--- src/rtl/lms_rx_iq_deframer.sv ---
// lms_rx_iq_deframer: pairs interleaved LMS6002D RX I/Q words into strobed samples with IQSEL lock checking
// Ports:
//   lms_clk, rst_n        - sample clock (2x complex rate), async active-low reset
//   enable                - low forces HUNT, holds adc_a/adc_b, suppresses strobes
//   fmt_offset            - invert word MSB (offset binary -> two's complement)
//   swap_iq               - exchange I and Q on adc_a/adc_b
//   err_clr               - synchronous clear of err_cnt (wins over increment)
//   rx_iqsel, rx_d        - registered IQSEL (1 = I word) and 12-bit ADC word
//   adc_a, adc_b          - I/Q pair (Q/I when swap_iq), updated only on strobe
//   adc_strobe            - one-cycle pulse per new pair
//   locked, framing_err   - lock state and one-cycle loss-of-lock pulse
//   err_cnt               - saturating count of lock losses
module lms_rx_iq_deframer #(
    parameter int LOCK_CNT = 8,
    parameter int ERR_W    = 16
) (
    input  logic             lms_clk,
    input  logic             rst_n,
    input  logic             enable,
    input  logic             fmt_offset,
    input  logic             swap_iq,
    input  logic             err_clr,
    input  logic             rx_iqsel,
    input  logic [11:0]      rx_d,
    output logic [11:0]      adc_a,
    output logic [11:0]      adc_b,
    output logic             adc_strobe,
    output logic             locked,
    output logic             framing_err,
    output logic [ERR_W-1:0] err_cnt
);
    typedef enum logic {HUNT, LOCKED} state_t;
    state_t           state_q, state_d;
    logic             prev_iqsel_q;
    logic [7:0]       alt_cnt_q, alt_cnt_d;
    logic [8:0]       alt_inc;
    logic [11:0]      i_hold_q, i_hold_d, w;
    logic [11:0]      adc_a_q, adc_a_d, adc_b_q, adc_b_d;
    logic             adc_strobe_q, adc_strobe_d;
    logic             framing_err_q, framing_err_d;
    logic [ERR_W-1:0] err_cnt_q, err_cnt_d;
    logic             alt;

    always_comb begin
        w             = fmt_offset ? {~rx_d[11], rx_d[10:0]} : rx_d;
        alt           = rx_iqsel != prev_iqsel_q;
        alt_inc       = {1'b0, alt_cnt_q} + 9'd1;
        i_hold_d      = rx_iqsel ? w : i_hold_q;
        state_d       = state_q;
        alt_cnt_d     = alt_cnt_q;
        adc_a_d       = adc_a_q;
        adc_b_d       = adc_b_q;
        adc_strobe_d  = 1'b0;
        framing_err_d = 1'b0;
        err_cnt_d     = err_cnt_q;
        if (!enable) begin
            state_d   = HUNT;
            alt_cnt_d = '0;
        end else if (state_q == HUNT) begin
            if (!alt) begin
                alt_cnt_d = '0;
            end else if (alt_inc == 9'(LOCK_CNT)) begin
                state_d   = LOCKED;
                alt_cnt_d = '0;
            end else begin
                alt_cnt_d = alt_inc[7:0];
            end
        end else if (!alt) begin
            state_d       = HUNT;
            alt_cnt_d     = '0;
            framing_err_d = 1'b1;
            err_cnt_d     = &err_cnt_q ? err_cnt_q : err_cnt_q + 1'b1;
        end else if (!rx_iqsel) begin
            // Q word completes the pair with the I word held from the previous cycle
            adc_a_d      = swap_iq ? w : i_hold_q;
            adc_b_d      = swap_iq ? i_hold_q : w;
            adc_strobe_d = 1'b1;
        end
        if (err_clr) err_cnt_d = '0;
    end

    always_ff @(posedge lms_clk or negedge rst_n) begin
        if (!rst_n) begin
            state_q       <= HUNT;
            prev_iqsel_q  <= 1'b0;
            alt_cnt_q     <= '0;
            i_hold_q      <= '0;
            adc_a_q       <= '0;
            adc_b_q       <= '0;
            adc_strobe_q  <= 1'b0;
            framing_err_q <= 1'b0;
            err_cnt_q     <= '0;
        end else begin
            state_q       <= state_d;
            prev_iqsel_q  <= rx_iqsel;
            alt_cnt_q     <= alt_cnt_d;
            i_hold_q      <= i_hold_d;
            adc_a_q       <= adc_a_d;
            adc_b_q       <= adc_b_d;
            adc_strobe_q  <= adc_strobe_d;
            framing_err_q <= framing_err_d;
            err_cnt_q     <= err_cnt_d;
        end
    end

    assign adc_a       = adc_a_q;
    assign adc_b       = adc_b_q;
    assign adc_strobe  = adc_strobe_q;
    assign locked      = state_q == LOCKED;
    assign framing_err = framing_err_q;
    assign err_cnt     = err_cnt_q;
endmodule

--- config.mk ---
export PLATFORM = sky130hd
export DESIGN_NAME = lms_rx_iq_deframer
export DESIGN_NICKNAME = d
export VERILOG_FILES = /design/src/rtl/lms_rx_iq_deframer.sv
export SDC_FILE = /design/constraint.sdc
export NUM_CORES = 1
export LEC_CHECK = 0
export CAP_MARGIN = 20
export CORE_MARGIN = 2
export CORE_UTILIZATION = 50
export DETAILED_ROUTE_END_ITERATION = 7
export PLACE_DENSITY = 0.78
export SYNTH_ARGS = -nofsm -noshare
export SYNTH_HDL_FRONTEND = slang
export SYNTH_SLANG_ARGS = --single-unit
--- constraint.sdc ---
create_clock -name lms_clk -period 2.3 [get_ports lms_clk]
set_input_delay 0.575 -clock lms_clk [delete_from_list [all_inputs] [get_ports lms_clk]]
set_output_delay 0.575 -clock lms_clk [all_outputs]
set_load 0.01 [all_outputs]
==> metrics <==
largest net degree at the start of global routing=65; Cells after Synth=301; commonest cells after routing, fill and taps aside=dfrtp_1, clkdlybuf4s50_1, nand2_1; clk buf depth=2; post-synth top area share=0.518; status=completed; total core area=0.00596 mm2; sequential fraction of the synthesis area=0.518; gp weighted congestion=0.816; CP max stage delay=0.59 ns; CTS H-tree lvls=3; total gr overflow=0; Iteration-0 DRC Markers=106; Synth warnings=0; final hold vios=0; pwr dens=567 mW/mm2; top layer in use=met4; die area=0.00682 mm2; kind of critical path=in -> reg; Slew Limit Fails=0; setup TNS=0 ns; Initial Util=0.519; CP max FO=5; via density per instance=5.53; top cell type by total area after synthesis=dfrtp_1; Main synth FF type=dfrtp_1; Final Net Count=394; syn_area_per_cell=10.3 um2; Area contributors post-synth=dfrtp_1, mux2i_1, o21ai_0; Crit-path slowest cell=clkdlybuf4s50_1; # clock sinks=64; clock skew=0.0118 ns; DRT Pass-1 Iters=4; DR WL/cell=15.3 um; RSZ-0062 raised after global routing=false; P&R area growth vs syn=32.2%; Seq cells post-synth=64; crit end category=register; Pwr Total=2.32 mW; EDFF count, synth=0; Hold WS=0.226 ns; row cnt=28; worst r2r dst=err_cnt[15]; Post-CTS Setup Repair Bufs=0; CTS root buffer=clkbuf_8; fraction of registers with async set/reset=1.00; hold buffer count at CTS=0; final setup vio count=0; GRT Total Usage=0.226; die width=82.6 um; Worst VDD drop=0.426 mV; most numerous cell on the critical path=or4_4; Clk Latency, worst-skew pair=0.35 ns; CP required=2.53 ns; initial antenna violation count=0; Residual DRC=0; post_cts resized=2; Max-Cap Viols=0; Top Ports=62; startpoint types=input port; worst path arrival time=2.42 ns; fin crit share=0.954; Reg2Reg Depth=5; Yosys cell types=42; crit path cell chain=clkdlybuf4s50_1 -> nand3_4 -> or4_4 -> or4_4 -> o211a_1; worst r2r src=prev_iqsel_q; TritonCTS Buffers=9; Tmin final=2.19 ns; global-route wire length before repair=11.5 mm; most common cell after layout, fill and taps aside=dfrtp_1; Max transition margin=0.597; synthesized cell area=0.00309 mm2; WL final=6.92 mm; Chip Height=82.6 um; max frequency=456 MHz; dpl hpwl=4.72 mm; antenna cells=0; M1 WL=3.14 mm; PortBufs=61; r2r setup slk=0.27 ns; met3 wire length=255 um; via count=2496; leakage power total=1.74 nW; CTS tree=done; layout cell share with drive strength beyond 1=0.130; vias in the first global route=2371; Slew @ Worst Pin=0.597 ns; Antenna Nets Post-Route=0; Worst-path clk slew=0.07 ns; Hold WC Path Type=in -> async; met2 wire len=3.42 mm; post-synth net total=324
[layout make-up]
cell class	instances	area, um2
Multi-Input combinational cell	213	1410
Sequential cell	64	1600
Clock buffer	13	159
Clock inverter	3	40.0
Timing Repair Buffer	76	754
Fill cell	461	1870
Inverter	7	26.3
Tap cell	75	93.8
[power breakdown]
group | switching, mW | internal (mW)
clock network | 0.417 | 0.557
logic | 0.0826 | 0.0880
registers | 0.0222 | 1.15
total | 0.522 | 1.80
[synthesized netlist by cell type (2+ instances only)]
library cell / n
nor4b_1: 2
inv_1: 7
nand4_1: 5
a21oi_1: 12
or3_1: 4
o31ai_1: 7
nor2_1: 14
nand2_1: 37
nor4_1: 2
nand3_1: 13
clkbuf_1: 15
nor2b_1: 3
mux2i_1: 25
or4_1: 7
and2_1: 2
dfrtp_1: 64
mux2_2: 12
nor3_1: 8
ha_1: 4
o21ai_0: 31
xnor2_1: 3
xor2_1: 4
[registers in the layout (all words and copies together) (netlist names)]
signal        cells
adc_a            12
adc_b            12
adc_strobe        1
alt_cnt_q         8
err_cnt          16
framing_err       1
i_hold_q         12
locked            1
prev_iqsel_q      1
[worst max-delay path by stage]
stage / startpoint / endpoint / cells after the start
finish: enable / err_cnt[15] / 5
floorplan: rx_iqsel / err_cnt[11] / 8
detailed placement: rx_iqsel / err_cnt[9] / 7
CTS: enable / err_cnt[11] / 5
global placement: rx_iqsel / err_cnt[9] / 7
global route: enable / err_cnt[9] / 5
[worst max-delay path: cells and delay by family]
kind	cells	cell delay [ns]
buffers and inverters	1	0.59
AOI/OAI and AO/OA	1	0.14
and+or+nand+nor	3	1.11
[routing by layer]
metal  track usage  up-vias
li1              -     1224
met1         0.307     1204
met2         0.352       57
met3        0.0598       11
met4        0.0820        0
met5             0        -
[through the flow]
step / std cells / util / setup WS [ns] / area, um2
after floorplan: 301 / - / -0.0803 / 3130
after global placement: 435 / 0.652 / -0.371 / 3880
after detailed placement: 435 / 0.652 / -0.414 / 3880
after CTS: 451 / 0.686 / 0.148 / 4080
after global routing: 451 / 0.686 / 0.0372 / 4080
final: 451 / 0.686 / 0.106 / 4080
[kinds of logic after synthesis]
family / Yosys count / share of synthesized area
AO/OA/AOI/OAI: 60 / 0.114
flip-flops: 64 / 0.518
XOR/XNOR: 7 / 0.0198
multiplexers: 37 / 0.125
buffers and inverters: 24 / 0.0320
adder cells (fa/ha/maj): 4 / 0.0162
AND/OR/NAND/NOR: 105 / 0.175
Note: power is estimated with default switching activity, not from simulation.
